## src/rtl/gpio_seq_pkg.sv

```systemverilog
// Shared types and constants for the GPIO step sequencer.
// Holds the FSM encoding and the masked-update helper.
package gpio_seq_pkg;

  localparam int DEF_GPIO_NUM   = 32;
  localparam int DEF_FIFO_DEPTH = 4;
  localparam int DEF_CNT_WIDTH  = 16;

  typedef enum logic {
    IDLE = 1'b0,
    HOLD = 1'b1
  } state_t;

  // One output bit after a step: mask selects new data, else keep.
  function automatic logic masked_bit(
    input logic cur,
    input logic data,
    input logic mask
  );
    return mask ? data : cur;
  endfunction

endpackage

```

## src/rtl/gpio_seq_ctrl_if.sv

```systemverilog
// Host-side step command channel (valid/ready).
// Master drives a step, slave (the sequencer) returns ready.
interface gpio_seq_ctrl_if
  import gpio_seq_pkg::*;
#(
  parameter int GPIO_NUM  = DEF_GPIO_NUM,
  parameter int CNT_WIDTH = DEF_CNT_WIDTH
);

  logic                 cmd_valid_i;
  logic                 cmd_ready_o;
  logic [GPIO_NUM-1:0]  cmd_data_i;
  logic [GPIO_NUM-1:0]  cmd_mask_i;
  logic [CNT_WIDTH-1:0] cmd_dur_i;
  logic                 cmd_last_i;

  modport master (
    output cmd_valid_i,
    output cmd_data_i,
    output cmd_mask_i,
    output cmd_dur_i,
    output cmd_last_i,
    input  cmd_ready_o
  );

  modport slave (
    input  cmd_valid_i,
    input  cmd_data_i,
    input  cmd_mask_i,
    input  cmd_dur_i,
    input  cmd_last_i,
    output cmd_ready_o
  );

endinterface

```

## src/rtl/gpio_seq_fifo.sv

```systemverilog
// Synchronous FIFO with flush; occupancy kept apart from pointers.
// Depth must be a power of two so pointers wrap naturally.
module gpio_seq_fifo #(
  parameter int WIDTH = 8,
  parameter int DEPTH = 4
) (
  input  logic                   clk,
  input  logic                   rst,
  input  logic                   flush,
  input  logic                   push,
  input  logic                   pop,
  input  logic [WIDTH-1:0]       wdata,
  output logic [WIDTH-1:0]       rdata,
  output logic                   full,
  output logic                   empty,
  output logic [$clog2(DEPTH):0] count
);

  localparam int AW = $clog2(DEPTH);

  logic [WIDTH-1:0] mem [DEPTH];
  logic [AW-1:0]    wptr;
  logic [AW-1:0]    rptr;
  logic [AW:0]      cnt;
  logic             do_push;
  logic             do_pop;

  assign full    = (cnt == (AW+1)'(DEPTH));
  assign empty   = (cnt == '0);
  assign do_push = push && !full;
  assign do_pop  = pop && !empty;
  assign rdata   = mem[rptr];
  assign count   = cnt;

  always_ff @(posedge clk or posedge rst) begin
    if (rst) begin
      wptr <= '0;
      rptr <= '0;
      cnt  <= '0;
    end else if (flush) begin
      wptr <= '0;
      rptr <= '0;
      cnt  <= '0;
    end else begin
      if (do_push) wptr <= wptr + AW'(1);
      if (do_pop)  rptr <= rptr + AW'(1);
      if (do_push && !do_pop)
        cnt <= cnt + (AW+1)'(1);
      else if (do_pop && !do_push)
        cnt <= cnt - (AW+1)'(1);
    end
  end

  always_ff @(posedge clk) begin
    if (do_push && !flush) mem[wptr] <= wdata;
  end

endmodule

```

## src/rtl/gpio_seq_ctrl.sv

```systemverilog
// Timed GPIO output-pattern sequencer: buffers steps and applies
// each masked step to the output word for dur+1 enabled cycles.
module gpio_seq_ctrl
  import gpio_seq_pkg::*;
#(
  parameter int GPIO_NUM   = DEF_GPIO_NUM,
  parameter int FIFO_DEPTH = DEF_FIFO_DEPTH,
  parameter int CNT_WIDTH  = DEF_CNT_WIDTH
) (
  input  logic                          hclk,
  input  logic                          hreset,
  input  logic                          en_i,
  input  logic                          clr_i,
  gpio_seq_ctrl_if.slave                cmd,
  output logic [GPIO_NUM-1:0]           gpio_out_o,
  output logic                          busy_o,
  output logic [$clog2(FIFO_DEPTH):0]   fifo_cnt_o,
  output logic                          step_done_o,
  output logic                          seq_done_o,
  output logic                          underrun_o
);

  localparam int EW = 1 + CNT_WIDTH + 2*GPIO_NUM;

  logic [EW-1:0]        wdata;
  logic [EW-1:0]        rdata;
  logic                 push;
  logic                 pop;
  logic                 full;
  logic                 empty;

  logic [GPIO_NUM-1:0]  hd_data;
  logic [GPIO_NUM-1:0]  hd_mask;
  logic [CNT_WIDTH-1:0] hd_dur;
  logic                 hd_last;

  state_t               state, state_d;
  logic [CNT_WIDTH-1:0] cnt, cnt_d;
  logic [GPIO_NUM-1:0]  gpio_q, gpio_d;
  logic                 last_q, last_d;
  logic                 und_q, und_d;
  logic                 load;
  logic                 step_done;
  logic                 seq_done;

  // Ready never looks at pop, so a full FIFO frees a slot one cycle late.
  assign cmd.cmd_ready_o = !full && !clr_i;
  assign push = cmd.cmd_valid_i && cmd.cmd_ready_o;
  assign wdata = {cmd.cmd_last_i, cmd.cmd_dur_i,
                  cmd.cmd_mask_i, cmd.cmd_data_i};

  assign hd_data = rdata[GPIO_NUM-1:0];
  assign hd_mask = rdata[2*GPIO_NUM-1:GPIO_NUM];
  assign hd_dur  = rdata[2*GPIO_NUM +: CNT_WIDTH];
  assign hd_last = rdata[EW-1];

  gpio_seq_fifo #(
    .WIDTH (EW),
    .DEPTH (FIFO_DEPTH)
  ) u_fifo (
    .clk   (hclk),
    .rst   (hreset),
    .flush (clr_i),
    .push  (push),
    .pop   (pop),
    .wdata (wdata),
    .rdata (rdata),
    .full  (full),
    .empty (empty),
    .count (fifo_cnt_o)
  );

  always_ff @(posedge hclk or posedge hreset) begin
    if (hreset) begin
      state  <= IDLE;
      cnt    <= '0;
      gpio_q <= '0;
      last_q <= 1'b0;
      und_q  <= 1'b0;
    end else begin
      state  <= state_d;
      cnt    <= cnt_d;
      gpio_q <= gpio_d;
      last_q <= last_d;
      und_q  <= und_d;
    end
  end

  always_comb begin
    state_d   = state;
    cnt_d     = cnt;
    gpio_d    = gpio_q;
    last_d    = last_q;
    und_d     = und_q;
    load      = 1'b0;
    pop       = 1'b0;
    step_done = 1'b0;
    seq_done  = 1'b0;
    if (clr_i) begin
      state_d = IDLE;
      cnt_d   = '0;
      und_d   = 1'b0;
    end else begin
      unique case (state)
        IDLE: begin
          if (en_i && !empty) load = 1'b1;
        end
        HOLD: begin
          if (en_i) begin
            if (cnt != '0) begin
              cnt_d = cnt - CNT_WIDTH'(1);
            end else begin
              step_done = 1'b1;
              if (last_q) begin
                seq_done = 1'b1;
                state_d  = IDLE;
              end else if (!empty) begin
                load = 1'b1;
              end else begin
                und_d   = 1'b1;
                state_d = IDLE;
              end
            end
          end
        end
        default: state_d = IDLE;
      endcase
    end
    // Pop and apply share one edge, giving back-to-back steps.
    if (load) begin
      pop     = 1'b1;
      state_d = HOLD;
      cnt_d   = hd_dur;
      last_d  = hd_last;
      for (int i = 0; i < GPIO_NUM; i++)
        gpio_d[i] = masked_bit(gpio_q[i], hd_data[i], hd_mask[i]);
    end
  end

  assign gpio_out_o  = gpio_q;
  assign busy_o      = (state == HOLD);
  assign step_done_o = step_done;
  assign seq_done_o  = seq_done;
  assign underrun_o  = und_q;

endmodule

```

## src/flat_wrapper.sv

```systemverilog
// flat-port wrapper written by rule: the top's interface ports become plain ports
module gpio_seq_ctrl_flat import gpio_seq_pkg::*;
#(
  parameter int GPIO_NUM   = DEF_GPIO_NUM,
  parameter int FIFO_DEPTH = DEF_FIFO_DEPTH,
  parameter int CNT_WIDTH  = DEF_CNT_WIDTH
)
  (hclk, hreset, en_i, clr_i, gpio_out_o, busy_o, fifo_cnt_o, step_done_o, seq_done_o, underrun_o, cmd_cmd_valid_i, cmd_cmd_data_i, cmd_cmd_mask_i, cmd_cmd_dur_i, cmd_cmd_last_i, cmd_cmd_ready_o);
  gpio_seq_ctrl_if #(.GPIO_NUM(GPIO_NUM), .CNT_WIDTH(CNT_WIDTH)) cmd_i ();
  input  logic hclk;
  input  logic hreset;
  input  logic en_i;
  input  logic clr_i;
  output logic [GPIO_NUM-1:0] gpio_out_o;
  output logic busy_o;
  output logic [$clog2(FIFO_DEPTH):0] fifo_cnt_o;
  output logic step_done_o;
  output logic seq_done_o;
  output logic underrun_o;
  input wire logic [$bits(cmd_i.cmd_valid_i)-1:0] cmd_cmd_valid_i;
  input wire logic [$bits(cmd_i.cmd_data_i)-1:0] cmd_cmd_data_i;
  input wire logic [$bits(cmd_i.cmd_mask_i)-1:0] cmd_cmd_mask_i;
  input wire logic [$bits(cmd_i.cmd_dur_i)-1:0] cmd_cmd_dur_i;
  input wire logic [$bits(cmd_i.cmd_last_i)-1:0] cmd_cmd_last_i;
  output wire logic [$bits(cmd_i.cmd_ready_o)-1:0] cmd_cmd_ready_o;
  assign cmd_i.cmd_valid_i = cmd_cmd_valid_i;
  assign cmd_i.cmd_data_i = cmd_cmd_data_i;
  assign cmd_i.cmd_mask_i = cmd_cmd_mask_i;
  assign cmd_i.cmd_dur_i = cmd_cmd_dur_i;
  assign cmd_i.cmd_last_i = cmd_cmd_last_i;
  assign cmd_cmd_ready_o = cmd_i.cmd_ready_o;
  gpio_seq_ctrl #(.GPIO_NUM(GPIO_NUM), .FIFO_DEPTH(FIFO_DEPTH), .CNT_WIDTH(CNT_WIDTH)) u_core (.hclk(hclk), .hreset(hreset), .en_i(en_i), .clr_i(clr_i), .cmd(cmd_i), .gpio_out_o(gpio_out_o), .busy_o(busy_o), .fifo_cnt_o(fifo_cnt_o), .step_done_o(step_done_o), .seq_done_o(seq_done_o), .underrun_o(underrun_o));
endmodule
```

## config.mk

```make
export PLATFORM = sky130hd
export DESIGN_NAME = gpio_seq_ctrl_flat
export DESIGN_NICKNAME = d
export VERILOG_FILES = /design/src/rtl/gpio_seq_pkg.sv /design/src/rtl/gpio_seq_ctrl_if.sv /design/src/rtl/gpio_seq_fifo.sv /design/src/rtl/gpio_seq_ctrl.sv /design/src/flat_wrapper.sv
export SDC_FILE = /design/constraint.sdc
export NUM_CORES = 1
export LEC_CHECK = 0
export CAP_MARGIN = 25
export CORE_ASPECT_RATIO = 1.25
export CORE_MARGIN = 1
export CORE_UTILIZATION = 25
export CTS_CLUSTER_SIZE = 28
export DETAILED_ROUTE_END_ITERATION = 10
export SETUP_SLACK_MARGIN = 0.5
export SYNTH_ARGS = -nofsm -noshare
export SYNTH_HDL_FRONTEND = slang
export SYNTH_SLANG_ARGS = --single-unit
export TNS_END_PERCENT = 30
```

## constraint.sdc

```tcl
create_clock -name hclk -period 3.4 [get_ports hclk]
set_clock_uncertainty 0.15 [all_clocks]
set_input_delay 0.34 -clock hclk [delete_from_list [all_inputs] [get_ports hclk]]
set_output_delay 0.34 -clock hclk [all_outputs]
set_load 0.05 [all_outputs]
```

==> reports/summary.txt, run 1 <==
run status -> finished, final reports clean
share of cells above drive strength 1 -> 0.257
worst slew pin tran -> 899 ps
area leader, netlist -> edfxtp_1
Logic pwr share -> 0.285
diode count -> 0
Die Height -> 276 µm
Leak -> 6.05 nW
Die Footprint -> 0.0610 mm²
VDD IR max -> 0.451 mV
largest net degree at the start of global routing -> 51
Synth Area per Inst -> 20.4 µm²
relative slew slack -> 0.399
FF-to-FF path depth -> 7
max-slew violation count -> 0
Syn Inst Count -> 737
global-route wire length before repair -> 51.2 mm
TritonRoute pass-1 iters -> 5
worst min-delay path class -> in -> async
worst setup path startpoint -> u_core.cnt[7]$_DFFE_PP0P_
Core Util, Final -> 0.317
sw frac -> 0.308
gr usage total -> 0.112
Reg power frac -> 0.401
Ys Warns -> 0
Setup WS post-layout -> 647 ps
FF-to-FF End -> u_core.u_fifo.count[2]$_DFFE_PP0P_
Reg clk slew, reported paths -> 60 ps
Crit. End Element -> flip-flop
Critical Path End -> u_core.u_fifo.count[2]$_DFFE_PP0P_
grt ovf -> 0
most numerous cell in the Yosys netlist -> edfxtp_1
hold_ws -> 62.0 ps
nets@finish -> 991
H-Tree Depth -> 2
final setup fails -> 0
Fillers -> 5669
R2R setup slack -> 650 ps
CTS Root Cell -> clkbuf_16
ys flop type -> edfxtp_1
WL/cell -> 19.9 µm
Synth area leaders -> edfxtp_1 65%, mux4_2 12%, dfrtp_1 9.7%
vias in the first global route -> 8118
P_int -> 10.5 mW
post-synth top area share -> 0.648
Post-Layout Cell Count -> 1696
Synth cell types -> 57
core area -> 0.0594 mm²
final worst path period need -> 2750 ps
CP startpoint kind -> flip-flop
Port Buffer Count -> 125
Residual DRC -> 0
Arr. time, crit path -> 3050 ps
number of enable flip-flop cells after synthesis -> 324
Placed Cells -> 1618
initial antenna violation count -> 3
synth cell count leaders -> 324 x edfxtp_1, 81 x mux4_2, 58 x dfrtp_1
Ports -> 126
DR vias/cell -> 4.45
FF+latch count, synth -> 382
# rows -> 100
pwr dens -> 803 mW/mm²
CTS tree -> yes
RSZ-0062 raised after global routing -> false
clk_lat worst skew -> 550 ps
Area growth syn-to-layout -> 25.6%
WS Path Type -> reg -> reg
net load switching power -> 4.66 mW
Initial Util -> 0.253
sinks on the clock net -> 382
crit path max fanout -> 7
endpoints failing hold -> 0
Max Root-Sink Buffers -> 3
vias after detailed routing -> 7543
DRT Wirelength -> 33.8 mm
Mapped Nets -> 830
cts hold-fix bufs -> 0
Clk pwr share -> 0.314
period utilization -> 0.810
setup_tns -> 0 ps
Initial DRC Count -> 347
achievable frequency -> 363 MHz
gp weighted congestion -> 0.735
cell area after synthesis -> 0.0150 mm²
RR Startpoint -> u_core.cnt[7]$_DFFE_PP0P_
cts bufs inserted -> 41
Die Wd -> 221 µm
post-place setup slack -> 393 ps
register area share after synthesis -> 0.745
Max-cap violations -> 0
ys async rst share -> 0.152
critical path required time -> 3700 ps
Post-DP HPWL -> 20.7 mm
Routed Antenna Nets -> 0
## final cells by class
class	instances	area (µm²)	share of cell area
Clock buffer	56	1150	0.0613
Clock inverter	20	285	0.0151
Inverter	18	68.8	0.00365
Multi-Input combinational cell	301	3600	0.191
Sequential cell	382	11200	0.593
Tap cell	765	957	0.0508
Timing Repair Buffer	154	1600	0.0849
## how the worst min path moves through the flow
stage | cells after the start | to | slack, ps | startpoint
floorplan | 0 | u_core.u_fifo.mem[0][0]$_DFFE_PP_ | 290 | cmd_cmd_data_i[0]
CTS | 2 | u_core.gpio_out_o[24]$_DFFE_PP0P_ | 70 | hreset
detailed placement | 1 | u_core.gpio_out_o[31]$_DFFE_PP0P_ | 350 | u_core.gpio_out_o[31]$_DFFE_PP0P_
global route | 2 | u_core.gpio_out_o[24]$_DFFE_PP0P_ | 110 | hreset
finish | 2 | u_core.gpio_out_o[1]$_DFFE_PP0P_ | 60 | hreset
global placement | 1 | u_core.gpio_out_o[26]$_DFFE_PP0P_ | 340 | u_core.gpio_out_o[26]$_DFFE_PP0P_
## timing repair
item / 4_1_cts / 5_1_grt
resized for setup: 10 / 6
setup endpoints to repair: 2 / 10
setup buffers: 1 / 1
pin swaps: 2 / 3
## registers in the layout, indices dropped and copies added (netlist names)
signal and cells:
u_core.u_fifo.wptr 2, u_core.gpio_out_o 32, u_core.last_q 1, u_core.u_fifo.rptr 2, u_core.u_fifo.count 3, u_core.underrun_o 1
u_core.busy_o 1, u_core.u_fifo.mem 324, u_core.cnt 16
## critical path, stage by stage, from the launching register on
cell and delay, ps:
dfrtp_1 450, nor4_4 460, and4_1 340, a21oi_4 80
and2_1 160, fa_1 410, or3_1 370, a221oi_1 240
## power groups by stage
| stage | Sequential, mW | Combinational, mW | Clock [mW] |
|---|---|---|---|
| after CTS | 6.09 | 4.39 | 4.91 |
| after detailed placement | 6.18 | 4.35 | 0 |
| after global placement | 6.16 | 4.30 | 0 |
| after floorplan | 6.72 | 2.38 | 0 |
| final | 6.07 | 4.31 | 4.76 |
| after global routing | 6.15 | 4.64 | 5.06 |
## logic make-up (layout without fill, tap and decap cells)
group,after synthesis,in the layout,share of synthesized area
DFF,382,382,0.745
xor gates and xnor gates,2,2,0.00117
adders and majority gates,7,7,0.00634
and+or+nand+nor,117,117,0.0509
muxes,123,123,0.153
buffers and inverters,54,248,0.0179
AOI/OAI and AO/OA,52,52,0.0261
## layout by cell type (no fill, tap or decap), drive strengths merged, types with 2 or more instances in the layout
| master | count |
|---|---|
| edfxtp | 324 |
| clkdlybuf4s50 | 122 |
| mux4 | 81 |
| dfrtp | 58 |
| clkbuf | 56 |
| mux2 | 36 |
| nor3b | 32 |
| buf | 32 |
| inv | 19 |
| nor2 | 16 |
| a21oi | 15 |
| nand2 | 14 |
| clkinv | 11 |
| nand3 | 9 |
| bufinv | 7 |
| nor3 | 7 |
| nand2b | 6 |
| mux2i | 6 |
| o32ai | 6 |
| ha | 6 |
| and2 | 6 |
| nor4 | 6 |
| nand4 | 5 |
| or3 | 5 |
| a31oi | 5 |
| a22oi | 4 |
| or4 | 4 |
| o211ai | 3 |
| a41oi | 3 |
| a211oi | 3 |
| o21ai | 3 |
| and4 | 2 |
| o31ai | 2 |
| or2 | 2 |
| xnor2 | 2 |
## layer usage
layer  up-vias  routed length, µm  GRT usage
li1       3356                  -          -
met1      3968              13900      0.134
met2       154              17600      0.200
met3        59               1490     0.0272
met4         6                688     0.0344
met5         -                 41          0
## stage by stage
stage	total power [mW]	instance area (µm²)
after floorplan	9.11	15000
after global placement	10.5	17400
after detailed placement	10.5	17400
after CTS	15.4	18800
after global routing	15.8	18900
final	15.1	18900
No activity file was read; power rests on OpenSTA's default activity.
==> run 2: changes to the inputs <==
==> constraint.sdc (replaced) <==
create_clock -name hclk -period 2.7 [get_ports hclk]
set_clock_uncertainty 0.15 [all_clocks]
set_input_delay 0.27 -clock hclk [delete_from_list [all_inputs] [get_ports hclk]]
set_output_delay 0.27 -clock hclk [all_outputs]
set_load 0.05 [all_outputs]
==> run 2 against run 1 <==
Net effect: clock power up 17%; power up 36%; die area unchanged; wire length up 7.0%; core utilization up 2.3 points; count of clock-buffer cells in the layout up 3; first-iteration DRC count down 2.9%; non-clock buffer count up 49; global-route usage up 0.63 points; critical path type is now reg -> out; critical endpoint is now seq_done_o; largest cell class unchanged; highest routed layer unchanged.
==> reports/summary.txt, run 2 (synthesized netlist as in run 1, its figures left out) <==
run status -> finished, final reports clean
cts bufs inserted -> 42
Setup WS post-layout -> 71.3 ps
Buf/Inv on CP -> 2
Reg power frac -> 0.371
Die Footprint -> 0.0610 mm²
Routed Antenna Nets -> 0
CTS Root Cell -> clkbuf_16
Max-cap violations -> 0
share of cells above drive strength 1 -> 0.357
Logic pwr share -> 0.358
Placed Cells -> 1627
critical path's largest stage delay -> 410 ps
gr usage total -> 0.119
initial antenna violation count -> 4
final setup fails -> 0
critical path required time -> 2280 ps
achievable frequency -> 380 MHz
worst min-delay path class -> in -> reg
Residual DRC -> 0
nets@finish -> 1041
DRT Wirelength -> 36.2 mm
P_int -> 14.0 mW
Core Util, Final -> 0.340
clk_lat worst skew -> 560 ps
Die Height -> 276 µm
Die Wd -> 221 µm
pwr dens -> 1020 mW/mm²
hold_ws -> 75.9 ps
critical path's slowest cell -> dfrtp_1
Post-DP HPWL -> 20.7 mm
final worst path period need -> 2630 ps
setup_tns -> 0 ps
WS Path Type -> reg -> out
number of flip-flops in the largest register -> 324
VDD IR max -> 0.521 mV
Post-Layout Cell Count -> 1746
vias after detailed routing -> 7831
cell family with most CP delay -> simple AND/OR/NAND/NOR gates
Ports -> 126
relative slew slack -> 0.524
Max Root-Sink Buffers -> 3
total chip power -> 20.5 mW
Reg clk slew, reported paths -> 60 ps
max-slew violation count -> 0
gp weighted congestion -> 0.776
Arr. time, crit path -> 2210 ps
Fillers -> 5569
worst slew pin tran -> 714 ps
grt ovf -> 0
sinks on the clock net -> 382
CP startpoint kind -> flip-flop
DR vias/cell -> 4.49
Port Buffer Count -> 125
crit path max fanout -> 3
WL/cell -> 20.7 µm
period utilization -> 0.974
Initial DRC Count -> 337
RSZ-0062 raised after global routing -> true
Initial Util -> 0.253
# rows -> 100
Leak -> 6.98 nW
Area growth syn-to-layout -> 34.6%
diode count -> 0
post-route cell area -> 0.0202 mm²
post-place setup slack -> 64.9 ps
global-route wire length before repair -> 53.7 mm
Crit. End Element -> output pin
endpoints failing hold -> 0
vias in the first global route -> 8599
DP Area -> 0.0176 mm²
commonest non-fill, non-tap cell in the layout -> edfxtp_1
Clk pwr share -> 0.271
sw frac -> 0.317
CTS tree -> yes
core area -> 0.0594 mm²
TritonRoute pass-1 iters -> 5
Top reg by flops -> u_core.u_fifo.mem
H-Tree Depth -> 2
net load switching power -> 6.51 mW
crit path cell chain -> inv_2 > ha_4 > nor4b_4 > nand4_1 > nor3_4 > and2_4 > buf_12
largest net degree at the start of global routing -> 65
leading cell types in the layout, fill and taps excluded -> 324 x edfxtp_1, 95 x clkdlybuf4s50_1, 81 x mux4_2
[run 2: cell types whose count changed in the layout (fill, tap and decap cells not counted), sizes merged, moves of 2 or more]
cell	delta
buf	+47
clkdlybuf4s50	-27
dlymetal6s2s	+26
bufinv	-5
clkbuf	+4
inv	+2
[run 2: power groups by stage]
stage	clock (mW)	combinational, mW	sequential, mW
4_1_cts	5.79	6.56	7.62
6_report	5.57	7.36	7.61
2_1_floorplan	0	3.06	8.48
3_3_place_gp	0	5.73	7.70
3_5_place_dp	0	5.78	7.73
5_1_grt	5.96	7.84	7.70
[run 2: final timing paths]
check | start | end | slack [ps] | depth (start not counted)
max | u_core.cnt[1]$_DFFE_PP0P_ | seq_done_o | 70 | 7
min | clr_i | u_core.u_fifo.wptr[1]$_DFFE_PP0P_ | 80 | 5
max reg2reg | u_core.cnt[1]$_DFFE_PP0P_ | u_core.u_fifo.count[2]$_DFFE_PP0P_ | 120 | 9
min reg2reg | u_core.gpio_out_o[4]$_DFFE_PP0P_ | u_core.gpio_out_o[4]$_DFFE_PP0P_ | 350 | 1
max in group asynchronous | hreset | u_core.u_fifo.count[2]$_DFFE_PP0P_ | 1470 | 4
min in group asynchronous | hreset | u_core.gpio_out_o[6]$_DFFE_PP0P_ | 530 | 4
[run 2: cell type report]
type,count,area (µm²),area share
flip-flops and latches,382,11200,0.554
multi-input cells,301,4250,0.210
repair buffers,203,2390,0.118
clock buffers,59,1170,0.0581
well taps,765,957,0.0474
clock inverters,18,168,0.00830
inverters,18,68.8,0.00341
[run 2: tightest hold or removal path, cell delays in order]
cell      delay (ps)
buf_4            110
a211oi_2          40
buf_4            180
nand2_1           80
o31ai_1           50
[run 2: routing by layer]
metal  routed length, µm  track usage  share of wire  up-vias
met5                  58            0         0.0016        -
met3                1590       0.0279          0.044       56
met1               14600        0.135           0.40     4172
met4                 788       0.0392          0.022        8
li1                    -            -              -     3445
met2               19100        0.218           0.53      150
[run 2: timing repair]
action / CTS / global route
resized for setup: 31 / 149
hold buffers: 1 / 0
endpoints found under the hold margin: 58 / 0
endpoints found under the setup margin: 77 / 120
cloned: 3 / 1
pin swaps: 11 / 45
buffers inserted: 25 / 12
==> RTL change (flow settings as in run 2) <==
Reset style: synchronous (`hreset` and `rst`), changed in 2 clocked blocks.
--- a/src/rtl/gpio_seq_fifo.sv
+++ b/src/rtl/gpio_seq_fifo.sv
@@ -34,3 +34,3 @@
 
-  always_ff @(posedge clk or posedge rst) begin
+  always_ff @(posedge clk) begin
     if (rst) begin
--- a/src/rtl/gpio_seq_ctrl.sv
+++ b/src/rtl/gpio_seq_ctrl.sv
@@ -72,3 +72,3 @@
 
-  always_ff @(posedge hclk or posedge hreset) begin
+  always_ff @(posedge hclk) begin
     if (hreset) begin
Formal check against the unedited RTL: differs if hreset is asserted again (counterexample within 4 cycles, from zero or initial values and one cycle with hreset high); with hreset held inactive, the same outputs for 4 cycles.
==> RTL change against run 2 <==
- the run now ends with setup timing left
- wire length increased by 5.7%
- setup slack worse by 0.41 ns
- area after synthesis down 1.7%
- final area fell by 1.3%
- sequential cell count up 2
- sequential share of layout area down 0.48 points
- worst hold slack improved by 0.12 ns
- critical path type is now flop to flop
- critical endpoint is now u_core.cnt[2]
Power is not compared: it rests on default switching activity, and its combinational part moved more than twofold at a synthesized area within 25%.
==> RTL change: results (changes against run 2) <==
* Wl on met1 at 15,400 um (was 14,600 um)
* Non-Filler Instances at 1,833 (was 1,746)
* Global-route wire length before repair at 54,800 um (was 53,700 um)
* Clock sinks at 384 (was 382)
* Relative slew slack at 56.7% (was 52.4%)
* Failing checks: setup timing
* Wire length on met2 at 20,100 um (was 19,100 um)
* Top Family by Delay on Critical Path: buffers and inverters (was simple AND/OR/NAND/NOR gates)
* Met3 Resource Use GR at 2.78% (was 2.79%)
* Multi-input combinational area share at 19.2% (was 21.0%)
* Initial drt markers at 562 (was 337)
* CLK BUF at 53 (was 59)
* Final antenna diode count at 2 (was 0)
* Largest net degree at the start of global routing at 35 (was 65)
* CTS resizes at 116 (was 31)
* Max stage delay on crit path at 0.34 ns (was 0.41 ns)
* Slack of the critical path at -0.338 ns (was 0.0713 ns)
* GRT met2 Usage at 22.0% (was 21.8%)
* Register area at 11,000 um2 (was 11,200 um2)
* # setup viols final at 35 (was 0)
* Area after DPL at 17,500 um2 (was 17,600 um2)
* Run status: finished, violations left (was complete, no violations)
* Average wire per cell in the routed design at 20.9 um (was 20.7 um)
* Synth Cell Area at 14,800 um2 (was 15,000 um2)
* Filler cell count at 5,485 (was 5,569)
* Clock network share of area at 6.91% (was 6.64%)
* R2R depth at 20 (was 9)
* Routability cong. at 0.775 (was 0.776)
* Initial antenna violation count at 3 (was 4)
* GRT Total Usage at 12.5% (was 11.9%)
* Netlist cell types at 46 (was 57)
* Complex-gate fraction of the synthesized area at 4.70% (was 2.61%)
* Synth Area in Adders at 0.729% (was 0.634%)
* Comb_multi_in at 339 (was 301)
* Fraction of area in non-clock buffers at 13.1% (was 11.8%)
* Share of post-route cells with drive strength above 1 at 30.9% (was 35.7%)
* Logic inverters at 53 (was 18)
* Slowest CP cell: dfxtp_2 (was dfrtp_1)
* Top cells by area, synth: edfxtp_1, mux4_2, dfxtp_1 (was edfxtp_1, mux4_2, dfrtp_1)
* Post-synthesis mux area share at 13.3% (was 15.3%)
* DR vias at 8,274 (was 7,831)
* Most common library cells after synthesis: edfxtp_1, mux4_2, dfxtp_1 (was edfxtp_1, mux4_2, dfrtp_1)
* Post-Syn Instances at 816 (was 737)
* Non-clk bufs at 221 (was 203)
* CP startpoint: u_core.cnt[0] (was u_core.cnt[1])
* CP max FO at 4 (was 3)
* Sequential share of the synthesized area at 74.1% (was 74.5%)
* Setup_tns at -2.89 ns (was 0 ns)
* DP Wirelength at 21,200 um (was 20,700 um)
* Worst setup path endpoint: u_core.cnt[2] (was seq_done_o)
* Router iterations before antenna repair at 4 (was 5)
* Final #Nets at 1,135 (was 1,041)
* Vias in the first global route at 8,785 (was 8,599)
* Synth Area in XOR/XNOR at 0.356% (was 0.117%)
## RTL change: changes by cell type in the layout (fill, tap and decap cells not counted), moves of 30 or more
cell     change
dfxtp_1     +53
mux2_4      -34
dfrtp_1     -48
a21oi_1     +30
nand3_1     +31
inv_1       +34
nor3b_4     -32
## RTL change: worst min-delay path by stage
stage / start / end / slack [ns] / depth (start not counted)
after CTS: cmd_cmd_mask_i[17] / u_core.u_fifo.mem[2][49] / 0.16 / 1
final: cmd_cmd_mask_i[15] / u_core.u_fifo.mem[3][47] / 0.20 / 1
after detailed placement: u_core.gpio_out_o[9] / u_core.gpio_out_o[9] / 0.32 / 2
after global routing: cmd_cmd_mask_i[15] / u_core.u_fifo.mem[3][47] / 0.19 / 1
after floorplan: cmd_cmd_data_i[0] / u_core.u_fifo.mem[0][0] / 0.22 / 0
after global placement: u_core.underrun_o / u_core.underrun_o / 0.31 / 2
